## src/rtl/de_pkg.sv

```systemverilog
// Shared widths and types for the decode stage and its per-register scoreboard counters.
package de_pkg;
  localparam int REGNO_W = 5;
  localparam int CNT_W   = 2;
  localparam int CNT_MAX = (1 << CNT_W) - 1;

  typedef logic [CNT_W-1:0] sb_cnt_t;
endpackage

```

## src/rtl/de_sb_counter.sv

```systemverilog
// Saturating up/down in-flight write counter for one architectural register.
// Simultaneous inc and dec hold the count; a dec at zero holds zero and pulses underflow.
module de_sb_counter
  import de_pkg::*;
(
  input  logic             clk,
  input  logic             reset,
  input  logic             inc,
  input  logic             dec,
  output logic [CNT_W-1:0] cnt,
  output logic             zero,
  output logic             max,
  output logic             underflow
);

  assign zero      = (cnt == '0);
  assign max       = (cnt == CNT_W'(CNT_MAX));
  assign underflow = dec & zero;

  always_ff @(posedge clk or posedge reset) begin
    if (reset) begin
      cnt <= '0;
    end else if (inc && !dec && !max) begin
      cnt <= cnt + 1'b1;
    end else if (dec && !inc && !zero) begin
      cnt <= cnt - 1'b1;
    end
  end

endmodule

```

## src/rtl/de_scoreboard_stage.sv

```systemverilog
// Decode/issue stage: regfile, per-register pending-write counters and a 1-cycle valid/ready latch.
// Optional same-cycle WB operand bypass is enabled by defining DE_WB_BYPASS_EN.
module de_scoreboard_stage
  import de_pkg::*;
#(
  parameter int XLEN      = 32,
  parameter int NREGS     = 32,
  parameter int PAYLOAD_W = 96
) (
  input  logic                 clk,
  input  logic                 reset,
  input  logic                 fe_valid,
  output logic                 fe_ready,
  input  logic [REGNO_W-1:0]   fe_rs1,
  input  logic [REGNO_W-1:0]   fe_rs2,
  input  logic                 fe_rs1_rd,
  input  logic                 fe_rs2_rd,
  input  logic [REGNO_W-1:0]   fe_rd,
  input  logic                 fe_wr_reg,
  input  logic [PAYLOAD_W-1:0] fe_payload,
  output logic                 de_valid,
  input  logic                 de_ready,
  output logic [XLEN-1:0]      de_rs1_val,
  output logic [XLEN-1:0]      de_rs2_val,
  output logic [REGNO_W-1:0]   de_rd,
  output logic                 de_wr_reg,
  output logic [PAYLOAD_W-1:0] de_payload,
  input  logic                 wb_valid,
  input  logic [REGNO_W-1:0]   wb_rd,
  input  logic [XLEN-1:0]      wb_data,
  input  logic                 flush,
  output logic                 busy,
  output logic                 sb_err
);

  logic [XLEN-1:0]        regs [NREGS];
  sb_cnt_t [NREGS-1:0]    cnt_arr;
  logic [NREGS-1:0]       zero_vec, max_vec, uf_vec;
  logic                   fe_fire, de_fire;
  logic                   hit1, hit2, hit_rd;
  logic [CNT_W:0]         pend1, pend2, pend_rd;
  logic                   byp1, byp2, src_haz1, src_haz2, waw_haz;
  logic [XLEN-1:0]        rs1_op, rs2_op;

  // Pending count includes a writer sitting in the output latch that has not yet been counted.
  function automatic logic [CNT_W:0] pend_of(input sb_cnt_t c, input logic hit);
    return {1'b0, c} + {{CNT_W{1'b0}}, hit};
  endfunction

  assign cnt_arr[0]  = '0;
  assign zero_vec[0] = 1'b1;
  assign max_vec[0]  = 1'b0;
  assign uf_vec[0]   = 1'b0;

  for (genvar r = 1; r < NREGS; r++) begin : g_cnt
    logic inc_r, dec_r;
    assign inc_r = de_fire & de_wr_reg & (de_rd == REGNO_W'(r));
    assign dec_r = wb_valid & (wb_rd == REGNO_W'(r));
    de_sb_counter u_cnt (
      .clk       (clk),
      .reset     (reset),
      .inc       (inc_r),
      .dec       (dec_r),
      .cnt       (cnt_arr[r]),
      .zero      (zero_vec[r]),
      .max       (max_vec[r]),
      .underflow (uf_vec[r])
    );
  end

  assign hit1   = de_valid & de_wr_reg & (de_rd == fe_rs1) & (fe_rs1 != '0);
  assign hit2   = de_valid & de_wr_reg & (de_rd == fe_rs2) & (fe_rs2 != '0);
  assign hit_rd = de_valid & de_wr_reg & (de_rd == fe_rd)  & (fe_rd  != '0);
  assign pend1   = pend_of(cnt_arr[fe_rs1], hit1);
  assign pend2   = pend_of(cnt_arr[fe_rs2], hit2);
  assign pend_rd = pend_of(cnt_arr[fe_rd], hit_rd);

`ifdef DE_WB_BYPASS_EN
  // Only the last outstanding write may be forwarded, otherwise an older value would leak.
  assign byp1 = wb_valid & (wb_rd == fe_rs1) & (pend1 == (CNT_W+1)'(1)) & (cnt_arr[fe_rs1] == sb_cnt_t'(1));
  assign byp2 = wb_valid & (wb_rd == fe_rs2) & (pend2 == (CNT_W+1)'(1)) & (cnt_arr[fe_rs2] == sb_cnt_t'(1));
`else
  assign byp1 = 1'b0;
  assign byp2 = 1'b0;
`endif

  assign src_haz1 = fe_rs1_rd & (pend1 != '0) & ~byp1;
  assign src_haz2 = fe_rs2_rd & (pend2 != '0) & ~byp2;
  assign waw_haz  = fe_wr_reg & (max_vec[fe_rd] | (pend_rd == (CNT_W+1)'(CNT_MAX)));

  assign fe_ready = ~flush & ~src_haz1 & ~src_haz2 & ~waw_haz & (~de_valid | de_ready);
  assign fe_fire  = fe_valid & fe_ready;
  assign de_fire  = de_valid & de_ready & ~flush;

  assign rs1_op = (fe_rs1 == '0) ? '0 : (byp1 ? wb_data : regs[fe_rs1]);
  assign rs2_op = (fe_rs2 == '0) ? '0 : (byp2 ? wb_data : regs[fe_rs2]);

  assign busy = ~&zero_vec;

  always_ff @(posedge clk or posedge reset) begin
    if (reset) begin
      for (int i = 0; i < NREGS; i++) regs[i] <= '0;
    end else if (wb_valid && wb_rd != '0) begin
      regs[wb_rd] <= wb_data;
    end
  end

  always_ff @(posedge clk or posedge reset) begin
    if (reset) begin
      de_valid   <= 1'b0;
      de_rs1_val <= '0;
      de_rs2_val <= '0;
      de_rd      <= '0;
      de_wr_reg  <= 1'b0;
      de_payload <= '0;
    end else if (fe_fire) begin
      de_valid   <= 1'b1;
      de_rs1_val <= rs1_op;
      de_rs2_val <= rs2_op;
      de_rd      <= fe_rd;
      de_wr_reg  <= fe_wr_reg;
      de_payload <= fe_payload;
    end else if (de_fire || flush) begin
      de_valid   <= 1'b0;
    end
  end

  always_ff @(posedge clk or posedge reset) begin
    if (reset) begin
      sb_err <= 1'b0;
    end else if (|uf_vec) begin
      sb_err <= 1'b1;
    end
  end

endmodule
```

## config.mk

```make
export PLATFORM = sky130hd
export DESIGN_NAME = de_scoreboard_stage
export DESIGN_NICKNAME = d
export VERILOG_FILES = /design/src/rtl/de_pkg.sv /design/src/rtl/de_sb_counter.sv /design/src/rtl/de_scoreboard_stage.sv
export SDC_FILE = /design/constraint.sdc
export NUM_CORES = 2
export LEC_CHECK = 0
export BUFFER_PORTS_ARGS = -buffer_cell sky130_fd_sc_hd__buf_2
export CAP_MARGIN = 0
export CORE_UTILIZATION = 55
export DETAILED_ROUTE_END_ITERATION = 8
export PLACE_DENSITY = 0.73
export SLEW_MARGIN = 20
export SYNTH_ARGS = -nofsm -noshare
export SYNTH_HDL_FRONTEND = slang
export SYNTH_SLANG_ARGS = --single-unit
```

## constraint.sdc

```tcl
create_clock -name clk -period 57 [get_ports clk]
set_input_delay 11.4 -clock clk [delete_from_list [all_inputs] [get_ports clk]]
set_output_delay 11.4 -clock clk [all_outputs]
set_load 0.02 [all_outputs]
```

# Word-level counts from Yosys, hierarchy flattened
# Index checks and enable logic that the tools add are counted.
# totals
word_cells,768
inputBits,157
register_bits,1254
# op_classes
add_sub_neg,65
n_reduce_logical,325
muxes,83
n_lt_le_gt_ge,7
bitwise,121
n_eq_ne,97
# op_table
operator,n
bitwise mux 1024 bit,1
binary-select mux 32 bit (select 5 bit),2
2-to-1 mux 32 bit,7
demux 32 bit (select 5 bit),1
== test 5 bit (second input constant),32
2-to-1 mux 2 bit,65
logical AND 1 bit,126
logical NOT 1 bit,125
bitwise AND 1 bit,111
== test 5 x 4 -> 1 bit (second input constant),16
nonzero test 2 bit,32
adder 2 x 1 -> 2 bit (second input constant),31
== test 2 bit (second input constant),31
logical NOT 2 bit,31
subtractor 2 x 1 -> 2 bit (second input constant),31
== test 5 x 3 -> 1 bit (second input constant),8
AND reduction 31 bit,1
OR reduction 31 bit,1
binary-select mux 2 bit (select 5 bit),3
== test 5 x 2 -> 1 bit (second input constant),4
nonzero test 5 bit,4
greater-or-equal comparator 6 bit (second input constant),3
< comparator 5 x 6 -> 1 bit (second input constant),3
inverter 5 -> 6 bit,3
12 further kinds,26

# Logic depth before layout (Yosys ltp)
# logic_depth
ltp_word,13
depth_mapped,19
ltp_nobuf,13

# By module
# From an unflattened synthesis, not the netlist that was laid out.
# hier_totals
hier_cells,5969
area_unflattened_um2,66842.9
# by_module_without_submodules
module,cells_each,area_each_um2,n_inst
de_scoreboard_stage,5473,62692.6,1
de_sb_counter,16,133.9,31

# Least setup slack after synthesis
# No wires, ideal clock.
# synth_path
path_kind,input port to output port
startpoint,in fe_rd[1]
endpoint,out fe_ready
cell_stages,15
n_path_buf,4
t_arrival_ps,14647
path_slack_ps,30953
cell_sequence,buf_2 > buf_2 > buf_2 > buf_1 > mux4_2 > mux4_2 > mux2_2 > ha_1 > ha_1 > nand2_1 > nor2_1 > a311oi_1 > a21oi_1 > o21ai_0 > and2_1
# synth_via
elab_chain_cells,10
elab_cells_between_ends,15
# synth_lines
element,line_no,rtl
"start, declared",de_scoreboard_stage.sv:18,"input logic [REGNO_W-1:0] fe_rd,"
branches (longest 5 deep; another with adder 2 x 1 -> 3 bit),-,
bitwise OR 1 bit *,de_scoreboard_stage.sv:89,assign waw_haz = fe_wr_reg & (max_vec[fe_rd] | (pend_rd == (CNT_W+1)'(CNT_MAX)));
bitwise AND 1 bit *,de_scoreboard_stage.sv:89,
inverter 1 bit *,de_scoreboard_stage.sv:91,assign fe_ready = ~flush & ~src_haz1 & ~src_haz2 & ~waw_haz & (~de_valid | de_ready);
bitwise AND 1 bit * (2 in a row),de_scoreboard_stage.sv:91,
"end, declared",de_scoreboard_stage.sv:13,"output logic fe_ready,"
# Mark *: on every way between the ends. The select of a mux whose other input is x is not followed.

# Worst setup path after layout
# layout_path
startpoint,in fe_rs1[1]
endpoint,out fe_ready
# layout_via
elab_chain_cells,11
elab_cells_between_ends,14
# layout_lines
element,line_no,rtl
"start, declared",de_scoreboard_stage.sv:14,"input logic [REGNO_W-1:0] fe_rs1,"
branches (longest 3 deep; another with binary-select mux 2 bit (select 5 bit)),-,
adder 2 x 1 -> 3 bit *,de_scoreboard_stage.sv:47,"return {1'b0, c} + {{CNT_W{1'b0}}, hit};"
nonzero test 3 bit *,de_scoreboard_stage.sv:87,assign src_haz1 = fe_rs1_rd & (pend1 != '0) & ~byp1;
bitwise AND 1 bit *,de_scoreboard_stage.sv:87,
inverter 1 bit *,de_scoreboard_stage.sv:91,
bitwise AND 1 bit * (4 in a row),de_scoreboard_stage.sv:91,
# Marks and branches as above.

==> impl_table.tex <==
\begin{tabular}{lr}
\hline
Metric & Value \\
\hline
\multicolumn{2}{l}{\textbf{Power and ir drop}} \\
\quad Worst IR Drop VDD & 32.0 uV \\
\quad Leakage power total & 32.1 nW \\
\quad Cell area power density & 36.7 nW/um\^{}2 \\
\quad Power, Total & 2.70 mW \\
\multicolumn{2}{l}{\textbf{Place}} \\
\quad Detailed-placement wirelength estimate & 109000 um \\
\quad GP Congestion & 0.977 \\
\quad Total of buffers placed on input and output ports & 326 \\
\multicolumn{2}{l}{\textbf{Synth}} \\
\quad Post-synthesis cell count & 4632 \\
\quad Register area share after synthesis & 0.472 \\
\quad Register bit total from synthesis & 1254 \\
\quad Distinct cell type count after synthesis & 61 \\
\quad Post-Syn Area per Cell & 14.3 um\^{}2 \\
\quad Ys async rst share & 1.00 \\
\quad Synthesized net count & 4795 \\
\quad Cell type contributing the most total cell area after synthesis & dfrtp\_1 \\
\quad Number of enable flip-flop cells after synthesis & 0 \\
\quad Warnings, synthesis & 0 \\
\quad Area of the mapped netlist & 66500 um\^{}2 \\
\quad Primary flip-flop cell chosen by synthesis mapping & dfrtp\_1 \\
\quad Cell with the most instances after synthesis & dfrtp\_1 \\
\quad Biggest area contributors in the synthesized netlist & dfrtp\_1 (47\%), mux4\_2 (22\%), mux2\_2 (17\%) \\
\quad Portion of synthesized cell area occupied by the leading cell type & 0.472 \\
\quad Top cells by count, synth & dfrtp\_1 (1254), mux2\_2 (991), mux4\_2 (659) \\
\multicolumn{2}{l}{\textbf{Finish}} \\
\quad Layout filler cell count & 8961 \\
\quad Fraction of final layout cells with drive strength greater than 1 & 0.490 \\
\quad Synth-to-Final Area Change & 10.6\% \\
\quad Top reg by flops & regs \\
\quad Number of nets at the end of the flow & 4834 \\
\quad Max reg flops & 1024 \\
\quad Largest registers & regs x1024, de\_payload x96, g\_cnt.u\_cnt.cnt x62 \\
\multicolumn{2}{l}{\textbf{Hold path}} \\
\quad Depth of the worst hold-timing path & 0 \\
\quad Worst hold path startpoint & regs[1010] \\
\quad Worst hold path type & reg2reg \\
\quad Worst Hold End & regs[1010] \\
\multicolumn{2}{l}{\textbf{Flow run}} \\
\quad Count of max-cap constraint violations & 0 \\
\multicolumn{2}{l}{\textbf{Setup path}} \\
\quad Reg2Reg Depth & 13 \\
\quad Startpoint of the most critical register-to-register path & g\_cnt[18].u\_cnt.cnt[0] \\
\quad Classification of the worst setup path & in2out \\
\quad Destination of the worst register-to-register timing path & de\_rs1\_val[20] \\
\quad Worst path required time & 45.60 ns \\
\quad Sort of element at the start of the critical path & primary input \\
\quad Reg-to-reg setup timing slack & 51.01 ns \\
\quad Max Fanout on Critical Path & 112 \\
\quad Arr. time, crit path & 15.72 ns \\
\quad Element type at the critical path end & output pin \\
\multicolumn{2}{l}{\textbf{CTS}} \\
\quad Clock Latency Late Sink & 0.76 ns \\
\quad \# hold bufs at CTS & 0 \\
\quad Clock edge transition at the registers on the reported setup and hold paths & 0.06 ns \\
\quad CTS tree & done \\
\quad Maximum level of the CTS H-tree & 4 \\
\quad Clk buf depth & 3 \\
\quad Clock Sink Count & 1254 \\
\quad Gates resized, CTS repair & 0 \\
\quad Total clock buffers created by CTS & 135 \\
\quad Cell at the root of the clock tree & clkbuf\_16 \\
\quad Post-CTS repair timing setup buffer count & 0 \\
\multicolumn{2}{l}{\textbf{Routing}} \\
\quad Vias per inst & 6.84 \\
\quad Residual DRC count & 0 \\
\quad Antenna Violating Nets Remaining & 0 \\
\quad Total length of routed wires & 194000 um \\
\quad Vias & 43.7k \\
\quad Count of TritonRoute iterations in the first routing pass & 7 \\
\quad Violation count after the first detailed-routing iteration & 5040 \\
\quad Routed wirelength normalized by instance count & 30.3 um \\
\multicolumn{2}{l}{\textbf{STA}} \\
\quad Number of pins exceeding their max-slew limit in the final report & 0 \\
\quad Setup clock skew after layout & 0.0407 ns \\
\quad Setup repair after global routing missed its margin & false \\
\quad Tightest Pin Transition & 1.16 ns \\
\quad Final-report setup violation count & 0 \\
\quad Worst slew slack as a fraction of its limit & 0.230 \\
\quad Final-report hold violation count & 0 \\
\quad Setup\_tns & 0 ns \\
\quad Final critical path time including I/O delays and setup & 27.12 ns \\
\quad Crit share post-route & 0.476 \\
\quad Achievable clock frequency & 0.0369 GHz \\
\multicolumn{2}{l}{\textbf{Floorplanning}} \\
\quad Die height & 350 um \\
\quad CORE AREA & 120000 um\^{}2 \\
\quad I/O pin total & 327 \\
\quad Number of rows in the core area & 127 \\
\quad Full die area & 122000 um\^{}2 \\
\quad Die extent in x & 350 um \\
\quad Initial core utilization & 0.555 \\
\multicolumn{2}{l}{\textbf{Global routing}} \\
\quad Total track usage & 0.323 \\
\quad Pin count of the biggest net entering global routing & 176 \\
\quad Wire length of the first global-routing pass & 291000 um \\
\quad Overflow left after global routing & 0 \\
\quad Via count of the first global-routing pass & 44.6k \\
\quad Antenna violations before repair & 11 \\
\multicolumn{2}{l}{\textbf{Run status}} \\
\quad Outcome & complete, no violations \\
\hline
\end{tabular}
[cell families after synthesis]
logic type,count (synthesis),share of synthesized area
muxes,1778,0.414
xor gates and xnor gates,12,0.00158
and+or+nand+nor,752,0.0493
AOI/OAI and AO/OA,280,0.0261
buffers and inverters,550,0.0357
DFF,1254,0.472
adders and majority gates,6,0.00113
[per-layer routing]
metal	share of wire	wire length [um]	global-route usage	vias up
li1	-	-	-	17500
met1	0.39	75500	0.439	23200
met2	0.47	90800	0.498	2428
met3	0.095	18500	0.0738	571
met4	0.047	9080	0.149	10
met5	0.00029	56	0	-
[through the flow]
step / hold WS, ns / cells / utilization / setup WS (ns) / area [um^2]
6_report: 0.393 / 6392 / 0.613 / 29.88 / 73500
5_1_grt: 0.404 / 6389 / 0.613 / 29.78 / 73500
4_1_cts: 0.396 / 6386 / 0.613 / 29.93 / 73500
3_5_place_dp: 0.383 / 6146 / 0.575 / 29.96 / 68800
3_3_place_gp: 0.376 / 6146 / 0.575 / 29.93 / 68800
2_1_floorplan: 0.441 / 4632 / - / 10.26 / 66500
[cells in the final DEF (no fill, tap or decap), types with 10 or more instances in the layout]
cell type	netlist	final
mux2_1	102	102
nor2_4	0	17
o211ai_1	17	17
a22oi_1	22	22
mux2_4	20	20
o21ai_1	48	48
clkinv_2	0	19
and3_1	15	15
nor4_1	25	24
buf_2	58	317
nor2b_1	10	10
nand3_1	37	37
dfrtp_1	1254	1254
inv_1	52	51
a211oi_1	13	13
clkbuf_8	0	29
nor3_1	29	28
bufinv_16	0	13
buf_4	23	68
or2_2	14	12
or3_1	10	10
o21ai_0	47	47
nor2_1	115	97
a21oi_1	75	75
clkbuf_1	351	23
mux4_2	659	659
clkbuf_16	0	138
nand2_1	447	432
mux2_2	991	991
o221ai_1	18	18
[final cells by class]
cell class / instances / area, um^2 / share of cell area
multi-input combinational: 2828 / 32900 / 0.448
sequential: 1254 / 31400 / 0.427
clock buffer: 190 / 3940 / 0.0536
timing repair buffer: 398 / 2310 / 0.0315
tap: 1612 / 2020 / 0.0274
clock inverter: 50 / 667 / 0.00908
inverter: 54 / 210 / 0.00286
antenna: 6 / 15.0 / 0.000204
[worst max-delay path, stage by stage]
cell and delay (ns):
buf_8 0.63, buf_12 0.65, mux2_2 0.41, a22o_1 0.23, mux4_2 0.44, mux2_2 0.28, ha_1 0.20, ha_1 0.29
o31ai_1 0.33, nand2_1 0.12, nor3_1 0.25, and2_1 0.17, buf_2 0.16
[report_power, final]
group	internal [mW]	leakage (nW)	switching, mW
logic	0.328	13.7	0.257
registers	1.07	16.1	0.134
clock network	0.542	2.25	0.372
[worst max path at each step]
stage / slack [ns] / cells after the start / endpoint / start
floorplan: 10.26 / 1 / de_payload[0] / reset
global placement: 29.93 / 13 / fe_ready / fe_rs1[1]
CTS: 29.93 / 13 / fe_ready / fe_rs1[1]
detailed placement: 29.96 / 13 / fe_ready / fe_rs1[1]
finish: 29.88 / 13 / fe_ready / fe_rs1[1]
global route: 29.78 / 13 / fe_ready / fe_rs1[1]
(Power assumes the default switching activity.)
